<file path="src/rtl/uart_tx_frame_if.sv">
// Host-side handshake and serial outputs of the UART transmit framer.
interface uart_tx_frame_if #(
  parameter int DATA_WIDTH = 8
);
  logic [DATA_WIDTH-1:0] P_DATA;
  logic                  Data_Valid;
  logic                  PAR_EN;
  logic                  PAR_TYP;
  logic                  TX_OUT;
  logic                  Busy;

  modport master (
    output P_DATA, Data_Valid, PAR_EN, PAR_TYP,
    input  TX_OUT, Busy
  );

  modport slave (
    input  P_DATA, Data_Valid, PAR_EN, PAR_TYP,
    output TX_OUT, Busy
  );
endinterface

</file>
<file path="src/rtl/uart_tx_frame.sv">
// UART transmit framer: start, LSB-first data, optional parity, stop; each bit PRESCALE clocks.
// Define UART_TX_TWO_STOP_EN to send two stop bits instead of one.
//
// state    | meaning
// S_IDLE   | line high, waiting for Data_Valid
// S_START  | start bit (0)
// S_DATA   | data bits, LSB first
// S_PARITY | parity bit (only when latched PAR_EN=1)
// S_STOP   | stop bit(s) (1)
module uart_tx_frame #(
  parameter int DATA_WIDTH = 8,
  parameter int PRESCALE   = 8
) (
  input  logic            CLK,
  input  logic            RST,
  uart_tx_frame_if.slave  bus
);

  localparam int CW = (PRESCALE > 1) ? $clog2(PRESCALE) : 1;
  localparam int BW = $clog2(DATA_WIDTH);
  localparam logic [CW-1:0] CNT_LAST = CW'(PRESCALE - 1);
  localparam logic [BW-1:0] BIT_LAST = BW'(DATA_WIDTH - 1);

  typedef enum logic [2:0] {
    S_IDLE,
    S_START,
    S_DATA,
    S_PARITY,
    S_STOP
  } state_t;

  state_t                state_q, state_d;
  logic [CW-1:0]         cnt_q, cnt_d;
  logic [BW-1:0]         bit_q, bit_d;
  logic [DATA_WIDTH-1:0] shift_q, shift_d;
  logic                  par_en_q, par_en_d;
  logic                  par_acc_q, par_acc_d;
  logic                  tx_q, tx_d;
  logic                  busy_q, busy_d;
  logic                  tick;

  always_comb begin
    state_d   = state_q;
    cnt_d     = cnt_q;
    bit_d     = bit_q;
    shift_d   = shift_q;
    par_en_d  = par_en_q;
    par_acc_d = par_acc_q;
    tick      = (cnt_q == CNT_LAST);

    if (state_q != S_IDLE) begin
      cnt_d = tick ? '0 : cnt_q + 1'b1;
    end

    case (state_q)
      S_IDLE: begin
        if (bus.Data_Valid) begin
          state_d   = S_START;
          shift_d   = bus.P_DATA;
          par_en_d  = bus.PAR_EN;
          // Parity accumulator starts at the type bit so odd parity falls out of the XOR chain.
          par_acc_d = bus.PAR_TYP;
          cnt_d     = '0;
          bit_d     = '0;
        end
      end
      S_START: begin
        if (tick) state_d = S_DATA;
      end
      S_DATA: begin
        if (tick) begin
          par_acc_d = par_acc_q ^ shift_q[0];
          shift_d   = shift_q >> 1;
          if (bit_q == BIT_LAST) begin
            bit_d   = '0;
            state_d = par_en_q ? S_PARITY : S_STOP;
          end else begin
            bit_d = bit_q + 1'b1;
          end
        end
      end
      S_PARITY: begin
        if (tick) state_d = S_STOP;
      end
      S_STOP: begin
        if (tick) begin
`ifdef UART_TX_TWO_STOP_EN
          // Bit counter is idle during STOP, so it marks which stop bit is on the line.
          if (bit_q == '0) begin
            bit_d = BW'(1);
          end else begin
            bit_d   = '0;
            state_d = S_IDLE;
          end
`else
          state_d = S_IDLE;
`endif
        end
      end
      default: state_d = S_IDLE;
    endcase
  end

  // Outputs are registered from the next state so they change on the same edge as the state.
  always_comb begin
    tx_d   = 1'b1;
    busy_d = (state_d != S_IDLE);
    case (state_d)
      S_START:  tx_d = 1'b0;
      S_DATA:   tx_d = shift_d[0];
      S_PARITY: tx_d = par_acc_d;
      default:  tx_d = 1'b1;
    endcase
  end

  always_ff @(posedge CLK or negedge RST) begin
    if (!RST) begin
      state_q   <= S_IDLE;
      cnt_q     <= '0;
      bit_q     <= '0;
      shift_q   <= '0;
      par_en_q  <= 1'b0;
      par_acc_q <= 1'b0;
      tx_q      <= 1'b1;
      busy_q    <= 1'b0;
    end else begin
      state_q   <= state_d;
      cnt_q     <= cnt_d;
      bit_q     <= bit_d;
      shift_q   <= shift_d;
      par_en_q  <= par_en_d;
      par_acc_q <= par_acc_d;
      tx_q      <= tx_d;
      busy_q    <= busy_d;
    end
  end

  assign bus.TX_OUT = tx_q;
  assign bus.Busy   = busy_q;

endmodule

</file>
<file path="src/flat_wrapper.sv">
// flat-port wrapper written by rule: the top's interface ports become plain ports
module uart_tx_frame_flat 
#(
  parameter int DATA_WIDTH = 8,
  parameter int PRESCALE   = 8
)
  (CLK, RST, bus_P_DATA, bus_Data_Valid, bus_PAR_EN, bus_PAR_TYP, bus_TX_OUT, bus_Busy);
  uart_tx_frame_if #(.DATA_WIDTH(DATA_WIDTH)) bus_i ();
  input  logic CLK;
  input  logic RST;
  input wire logic [$bits(bus_i.P_DATA)-1:0] bus_P_DATA;
  input wire logic [$bits(bus_i.Data_Valid)-1:0] bus_Data_Valid;
  input wire logic [$bits(bus_i.PAR_EN)-1:0] bus_PAR_EN;
  input wire logic [$bits(bus_i.PAR_TYP)-1:0] bus_PAR_TYP;
  output wire logic [$bits(bus_i.TX_OUT)-1:0] bus_TX_OUT;
  output wire logic [$bits(bus_i.Busy)-1:0] bus_Busy;
  assign bus_i.P_DATA = bus_P_DATA;
  assign bus_i.Data_Valid = bus_Data_Valid;
  assign bus_i.PAR_EN = bus_PAR_EN;
  assign bus_i.PAR_TYP = bus_PAR_TYP;
  assign bus_TX_OUT = bus_i.TX_OUT;
  assign bus_Busy = bus_i.Busy;
  uart_tx_frame #(.DATA_WIDTH(DATA_WIDTH), .PRESCALE(PRESCALE)) u_core (.CLK(CLK), .RST(RST), .bus(bus_i));
endmodule
</file>
<file path="config.mk">
export PLATFORM = sky130hd
export DESIGN_NAME = uart_tx_frame_flat
export DESIGN_NICKNAME = d
export VERILOG_FILES = /design/src/rtl/uart_tx_frame_if.sv /design/src/rtl/uart_tx_frame.sv /design/src/flat_wrapper.sv
export SDC_FILE = /design/constraint.sdc
export NUM_CORES = 1
export LEC_CHECK = 0
export BUFFER_PORTS_ARGS = -buffer_cell sky130_fd_sc_hd__buf_4
export CAP_MARGIN = 20
export CORE_ASPECT_RATIO = 1.25
export CORE_MARGIN = 2
export CORE_UTILIZATION = 54
export DETAILED_ROUTE_END_ITERATION = 8
export GPL_TIMING_DRIVEN = 0
export MAX_ROUTING_LAYER = met4
export PLACE_DENSITY = 0.87
export SYNTH_ARGS = -nofsm -noshare
export SYNTH_HDL_FRONTEND = slang
export SYNTH_SLANG_ARGS = --single-unit
</file>
<file path="constraint.sdc">
create_clock -name CLK -period 2.8 [get_ports CLK]
set_clock_uncertainty 0.2 [all_clocks]
set_input_delay 0 -clock CLK [delete_from_list [all_inputs] [get_ports CLK]]
set_output_delay 0 -clock CLK [all_outputs]
set_load 0.05 [all_outputs]
</file>
==> results of run 1 <==
==> how the worst max path moves through the flow <==
stage / startpoint / to / slack [ps] / depth (start not counted)
2_1_floorplan: u_core.cnt_q[0] / u_core.bus.Busy / 780 / 5
3_3_place_gp: u_core.cnt_q[0] / u_core.bus.Busy / 690 / 5
3_5_place_dp: u_core.cnt_q[0] / u_core.bus.Busy / 630 / 5
4_1_cts: u_core.cnt_q[0] / u_core.shift_q[0] / 510 / 6
5_1_grt: u_core.cnt_q[0] / u_core.shift_q[0] / 380 / 6
6_report: u_core.cnt_q[0] / u_core.shift_q[0] / 520 / 6
==> layer usage <==
| metal | GRT usage, % | vias up | wire length (µm) |
|---|---|---|---|
| met5 | - | - | 0 |
| met4 | 7.58 | 0 | 16 |
| met3 | 2.73 | 2 | 52 |
| met2 | 36.8 | 13 | 1110 |
| met1 | 26.7 | 389 | 902 |
| li1 | - | 414 | - |
==> worst max-delay path: cells and delay by family, from the launching register on <==
kind                     cells  cell delay, ps
flip-flops                   1             400
AND/OR/NAND/NOR              2             530
buffers and inverters        1             550
AO/OA/AOI/OAI                1             120
adder cells (fa/ha/maj)      2             440
==> cell type report <==
class | instances | area, µm² | area share [%]
plain buffers | 5 | 36.3 | 2.72
clock buffers | 4 | 26.3 | 1.97
inverters | 5 | 18.8 | 1.41
multi-input cells | 66 | 455 | 34.2
flip-flops and latches | 21 | 527 | 39.5
well taps | 19 | 23.8 | 1.78
repair buffers | 28 | 245 | 18.4
==> flip-flops by register name, indices dropped and copies added (netlist names) <==
| register | flops |
|---|---|
| u_core.shift_q | 8 |
| u_core.bit_q | 3 |
| u_core.bus.Busy | 1 |
| u_core.par_en_q | 1 |
| u_core.cnt_q | 3 |
| u_core.bus.TX_OUT | 1 |
| u_core.par_acc_q | 1 |
| u_core.state_q | 3 |
==> metrics by stage <==
step	power, W	cells	utilization (%)
3_3_place_gp	0.000969	130	65.3
4_1_cts	0.00116	148	74.6
2_1_floorplan	0.000872	97	-
6_report	0.00116	148	74.6
5_1_grt	0.00126	148	74.6
3_5_place_dp	0.000999	130	65.3
==> power by group through the flow <==
| stage | sequential, W | combinational (W) | clock [W] |
|---|---|---|---|
| detailed placement | 0.000504 | 0.000495 | 0 |
| CTS | 0.000498 | 0.000522 | 0.000143 |
| floorplan | 0.000537 | 0.000335 | 0 |
| global placement | 0.000496 | 0.000474 | 0 |
| finish | 0.000498 | 0.000523 | 0.000142 |
| global route | 0.000516 | 0.000587 | 0.000155 |
==> cells in the final DEF (no fill, tap or decap) <==
cell	count
dfrtp_1	20
buf_4	16
nand2_1	15
dlygate4sd3_1	14
a22oi_1	7
ha_1	5
inv_1	4
a22o_1	4
nor2_1	3
a21oi_1	3
nand3b_1	3
o21ai_0	3
clkbuf_4	3
a311o_1	2
buf_2	2
nor3_1	2
o31ai_1	2
nand4_1	2
buf_6	1
nor4bb_1	1
nand2b_2	1
nor4b_2	1
a31o_1	1
inv_2	1
o41ai_1	1
or4b_1	1
or2_2	1
and2_1	1
nand2b_1	1
o22ai_1	1
nor3b_1	1
mux2i_1	1
or3_1	1
and3_1	1
nor2_4	1
clkbuf_1	1
dfstp_2	1
==> cell families (layout without fill, tap and decap cells) <==
family,count (synthesis),count (layout)
AO/OA/AOI/OAI,24,24
AND/OR/NAND/NOR,36,36
flip-flops,21,21
adder cells (fa/ha/maj),5,5
buffers and inverters,10,42
multiplexers,1,1
==> flow_summary.yaml, run 1 <==
hold_path:
  hold_start: "bus_PAR_TYP"
  hp-class: "in -> reg"
  min_to: "u_core.par_acc_q"
  min_delay_path_depth: 4
logic_synthesis:
  synth_top_family_by_area: "simple AND/OR/NAND/NOR gates"
  synth_area_um2: 1040
  synth.most_common_cell: "dfrtp_1"
  synth_compound_area_share_pct: 17.0
  ys_ff_latch: 21
  synthXorXnorAreaFrac_pct: 0
  synth_cells: 97
  yosysTopAreaCellShare_pct: 48.3
  syn_area_per_cell_um2: 10.7
  yosys-top-cells-count: "20 x dfrtp_1, 15 x nand2_1, 7 x a22oi_1"
  synthMuxAreaShare_pct: 0.965
  synth_cell_types: 34
  async_flop_share_pct: 100
  synth_area_leaders: "dfrtp_1 48%, ha_1 6.0%, nand2_1 5.4%"
  synth-simple-area-share_pct: 19.9
  synth_seq_area_share_pct: 50.8
  ys.flop_type: "dfrtp_1"
  synth_fa_ha_area_share_pct: 6.03
  syn-num-nets: 115
  synth_edf_count: 0
  synth_warnings: 0
  synth_top_area_cell: "dfrtp_1"
critical_path:
  cp_data_arrival_time_ps: 2320
  startpoint_type: "register"
  cp.required_ps: 2840
  cp_cell_sequence: "ha_1 -> ha_1 -> nor4bb_1 -> a22oi_1 -> nand2_1 -> dlygate4sd3_1"
  cpMostUsedCell: "ha_1"
  worstSetupPathType: "reg -> reg"
  r2r-start: "u_core.cnt_q[0]"
  r2r-end: "u_core.shift_q[0]"
  cpPeakStageDelay_ps: 550
  worstPathMaxFanout: 5
  rr_worst_depth: 6
  cp-end-kind: "register"
  cpMaxStageDelayCell: "dlygate4sd3_1"
  rrSetupSlack_ps: 520
clocking:
  htreeDepth: 1
  clk_latency_ps: 290
  cts_setup_buffers: 0
  cts_resized: 0
  numCtsBuffers: 3
  cts-root-buf: "clkbuf_4"
  path_clk_slew_ps: 110
  clock_sinks: 21
  postCtsHoldBufs: 14
  cts_tree: "yes"
  cts_max_path_buffers: 2
final_layout:
  nets: 148
  drive_gt1_share_pct: 21.7
  diodes: 0
  fin_area_um2: 1330
  area_growth_pct: 28.5
  fill_cells: 132
floorplanning:
  start_util_pct: 58.1
  ios: 15
  die_w_um: 43.2
  num_rows: 17
  dieArea_um2: 2290
  core_region_area_um2: 1790
  die_h_um: 53
timing:
  max_freq_ghz: 0.438
  worst_slack_ps: 518
  hold_ws_ps: 103
  hold_viol: 0
  rsz0062_at_grt: "false"
  drv_slew: 0
  min_period_ps: 2280
  setup_violations: 0
  maxSlewHeadroom_pct: 42.0
  tightest_slew_ps: 867
  tns_ps: 0
  period_share_pct: 81.5
status:
  status: "complete, no violations"
detailed_routing:
  vias: 818
  wl_per_cell_um: 14.0
  post_drt_via_cell_ratio: 5.53
  dr.pass1.iters: 4
  routed_wl_um: 2080
  drt_iter0_markers: 25
  ant_nets: 0
  remaining_drc_errors: 0
power_and_ir_drop:
  power.internal_w: 0.000712
  p_leak_nw: 0.639
  swShare_pct: 38.8
  ir_drop_mv: 0.520
  power_frac_comb_pct: 44.9
  powerDensity_nw_per_um2: 873
  power_frac_seq_pct: 42.8
  p_switching_w: 0.000452
  p_clk_share_pct: 12.2
place:
  post-place-ws_ps: 633
  io_buffers: 14
  post_dp_cell_area_um2: 1170
  gp_congestion: 0.760
  dp_hpwl_um: 1440
global_route:
  grt_max_degree: 21
  grt_overflow: 0
  grt_pass1_vias: 798
  grt_pass1_wl_um: 3550
  antenna_found_initial: 0
  track_usage_pct: 21.7
job:
  cap_violations: 0
No activity file was read; power rests on OpenSTA's default activity.
==> run 2: changes to the inputs <==
--- a/config.mk
+++ b/config.mk
@@ -5,15 +5,16 @@
 export SDC_FILE = /design/constraint.sdc
 export NUM_CORES = 1
 export LEC_CHECK = 0
+export ABC_AREA = 1
 export BUFFER_PORTS_ARGS = -buffer_cell sky130_fd_sc_hd__buf_4
 export CAP_MARGIN = 20
 export CORE_ASPECT_RATIO = 1.25
 export CORE_MARGIN = 2
-export CORE_UTILIZATION = 54
+export CORE_UTILIZATION = 55
 export DETAILED_ROUTE_END_ITERATION = 8
 export GPL_TIMING_DRIVEN = 0
 export MAX_ROUTING_LAYER = met4
-export PLACE_DENSITY = 0.87
+export PLACE_DENSITY = 0.88
 export SYNTH_ARGS = -nofsm -noshare
 export SYNTH_HDL_FRONTEND = slang
 export SYNTH_SLANG_ARGS = --single-unit
==> constraint.sdc (replaced) <==
create_clock -name CLK -period 2.1 [get_ports CLK]
set_clock_uncertainty 0.2 [all_clocks]
set_input_delay 0 -clock CLK [delete_from_list [all_inputs] [get_ports CLK]]
set_output_delay 0 -clock CLK [all_outputs]
set_load 0.05 [all_outputs]
==> run 2 against run 1 <==
  * Sequential cell count stayed put
  * Worst setup slack worse by 270 ps
  * Register-to-register slack got worse by 270 ps
  * Synthesized cell count increased by 37%
  * Global-route usage rose by 2.1 points
  * Clock power rose by 40%
  * Power increased by 4.1%
  * Largest cell class unchanged
==> flow_summary.yaml, run 2 <==
critical_path:
  cp.required_ps: 2110
  cp-end-kind: "register"
  startpoint_type: "register"
  cpMaxStageDelayCell: "dfrtp_1"
  worst-path-buf-inv: 0
  critical_path.top_delay_family: "simple AND/OR/NAND/NOR gates"
  cp-startpoint: "u_core.cnt_q[0]"
  cpPeakStageDelay_ps: 420
  worstPathMaxFanout: 7
  r2r-start: "u_core.cnt_q[0]"
  cp_cell_sequence: "ha_1 -> ha_1 -> nand3_1 -> nor2_1 -> nor2_1 -> nand3_1 -> or2_1"
  cp_data_arrival_time_ps: 1870
  worstSetupPathType: "reg -> reg"
clocking:
  cts_max_path_buffers: 2
  clk_latency_ps: 310
  numCtsBuffers: 3
  htreeDepth: 1
  cts-root-buf: "clkbuf_4"
  clock_sinks: 21
  path_clk_slew_ps: 120
  cts_tree: "yes"
logic_synthesis:
  synth_compound_area_share_pct: 9.40
  syn_area_per_cell_um2: 8.31
  synth_seq_area_share_pct: 47.7
  synth_warnings: 0
  synthMuxAreaShare_pct: 0
  async_flop_share_pct: 100
  yosys-top-cells-count: "41 x nand2_1, 20 x dfrtp_1, 19 x inv_1"
  synthXorXnorAreaFrac_pct: 0
  synth_top_family_by_area: "simple AND/OR/NAND/NOR gates"
  synth_cell_types: 23
  synth_area_um2: 1100
  ys.flop_type: "dfrtp_1"
  synth_cells: 133
  synth-simple-area-share_pct: 30.1
  synth_top_area_cell: "dfrtp_1"
  syn-num-nets: 151
  synth_fa_ha_area_share_pct: 5.66
  synth_area_leaders: "dfrtp_1 45%, nand2_1 14%, nand3_1 7.2%"
  synth_edf_count: 0
  synth.most_common_cell: "nand2_1"
  ys_ff_latch: 21
  yosysTopAreaCellShare_pct: 45.3
place:
  dp_hpwl_um: 1720
  io_buffers: 14
  gp_congestion: 0.886
  post_dp_cell_area_um2: 1230
  post-place-ws_ps: 160
global_route:
  grt_pass1_vias: 966
  grt_pass1_wl_um: 3930
  grt_overflow: 0
  track_usage_pct: 23.8
  antenna_found_initial: 0
  grt_max_degree: 21
detailed_routing:
  wl_per_cell_um: 12.7
  highest_layer: "met4"
  route.met3.wl_um: 97
  vias: 1005
  ant_nets: 0
  routed_wl_um: 2350
  met2_length_um: 1350
  remaining_drc_errors: 0
  wl_met1_um: 861
  dr.pass1.iters: 4
  post_drt_via_cell_ratio: 5.43
  drt_iter0_markers: 14
power_and_ir_drop:
  powerDensity_nw_per_um2: 863
  p_leak_nw: 0.718
  fin_total_pwr_w: 0.00121
  ir_drop_mv: 0.536
final_layout:
  drive_gt1_share_pct: 16.4
  diodes: 0
  max_flop_register: "u_core.shift_q"
  largest_reg_flops: 8
  area_growth_pct: 27.1
  mostFrequentLayoutCells: "41 x nand2_1, 20 x dfrtp_1, 19 x inv_1, 16 x nand3_1"
  nets: 184
  fin_util_pct: 72.5
  final_common_cell: "nand2_1"
  fin_area_um2: 1400
floorplanning:
  start_util_pct: 57.0
  core_region_area_um2: 1940
  dieArea_um2: 2390
  num_rows: 18
  ios: 15
  die_w_um: 44.1
  die_h_um: 54.1
timing:
  min_period_ps: 1850
  max_freq_ghz: 0.540
  maxSlewHeadroom_pct: 41.8
  tightest_slew_ps: 870
  rsz0062_at_grt: "false"
  period_share_pct: 88.2
  hold_viol: 0
  worst_slack_ps: 248
  setup_violations: 0
  tns_ps: 0
  drv_slew: 0
hold_path:
  hp-class: "in -> reg"
  hold_start: "bus_PAR_EN"
status:
  status: "complete, no violations"
job:
  cap_violations: 0
run 2: cell type report:
cell class	count	area (µm²)
Fill cell	139	533
Sequential cell	21	527
Multi-Input combinational cell	91	502
Timing Repair Buffer	28	245
Inverter	21	78.8
Clock buffer	4	26.3
Tap cell	20	25.0
run 2: logic make-up after synthesis:
group,Yosys count
AND/OR/NAND/NOR,71
buffers and inverters,21
flip-flops,21
AO/OA/AOI/OAI,15
adder cells (fa/ha/maj),5
run 2: layer usage:
layer / track usage (%) / up-vias
met5: - / -
met4: 12.1 / 0
met3: 4.03 / 6
met2: 43.4 / 35
met1: 24.3 / 465
li1: - / 499
run 2: tightest hold or removal path, cell delays in order:
cell and delay, ps:
dlygate4sd3_1 520, buf_4 90, nand2_1 40, o21ai_0 60
run 2: path summary, 6_finish.rpt:
| check | endpoint | slack [ps] | depth (start not counted) |
|---|---|---|---|
| min in group asynchronous | u_core.bus.TX_OUT | 510 | 3 |
| max in group asynchronous | u_core.shift_q[2] | 490 | 3 |
| setup / recovery | u_core.bus.Busy | 250 | 7 |
| hold / removal | u_core.par_en_q | 220 | 4 |
| hold reg to reg | u_core.bit_q[2] | 290 | 2 |
| setup reg to reg | u_core.bus.Busy | 250 | 7 |
run 2: metrics by stage:
| stage | cells | hold slack, ps |
|---|---|---|
| 3_3_place_gp | 167 | -305 |
| 6_report | 185 | 224 |
| 4_1_cts | 185 | 229 |
| 5_1_grt | 185 | 250 |
| 2_1_floorplan | 133 | -496 |
| 3_5_place_dp | 167 | -303 |
run 2: power breakdown:
group,internal (W),switching (W)
logic,0.000179,0.000278
registers,0.000499,0.0000552
clock network,0.0000743,0.000125
total,0.000753,0.000459
run 2: repair_timing:
| action | in CTS | in global routing |
|---|---|---|
| setup buffers | 0 | 0 |
| resized for setup | 0 | 1 |
| hold buffers | 14 | 0 |
| hold endpoints to repair | 37 | 0 |
| setup endpoints to repair | 0 | 1 |
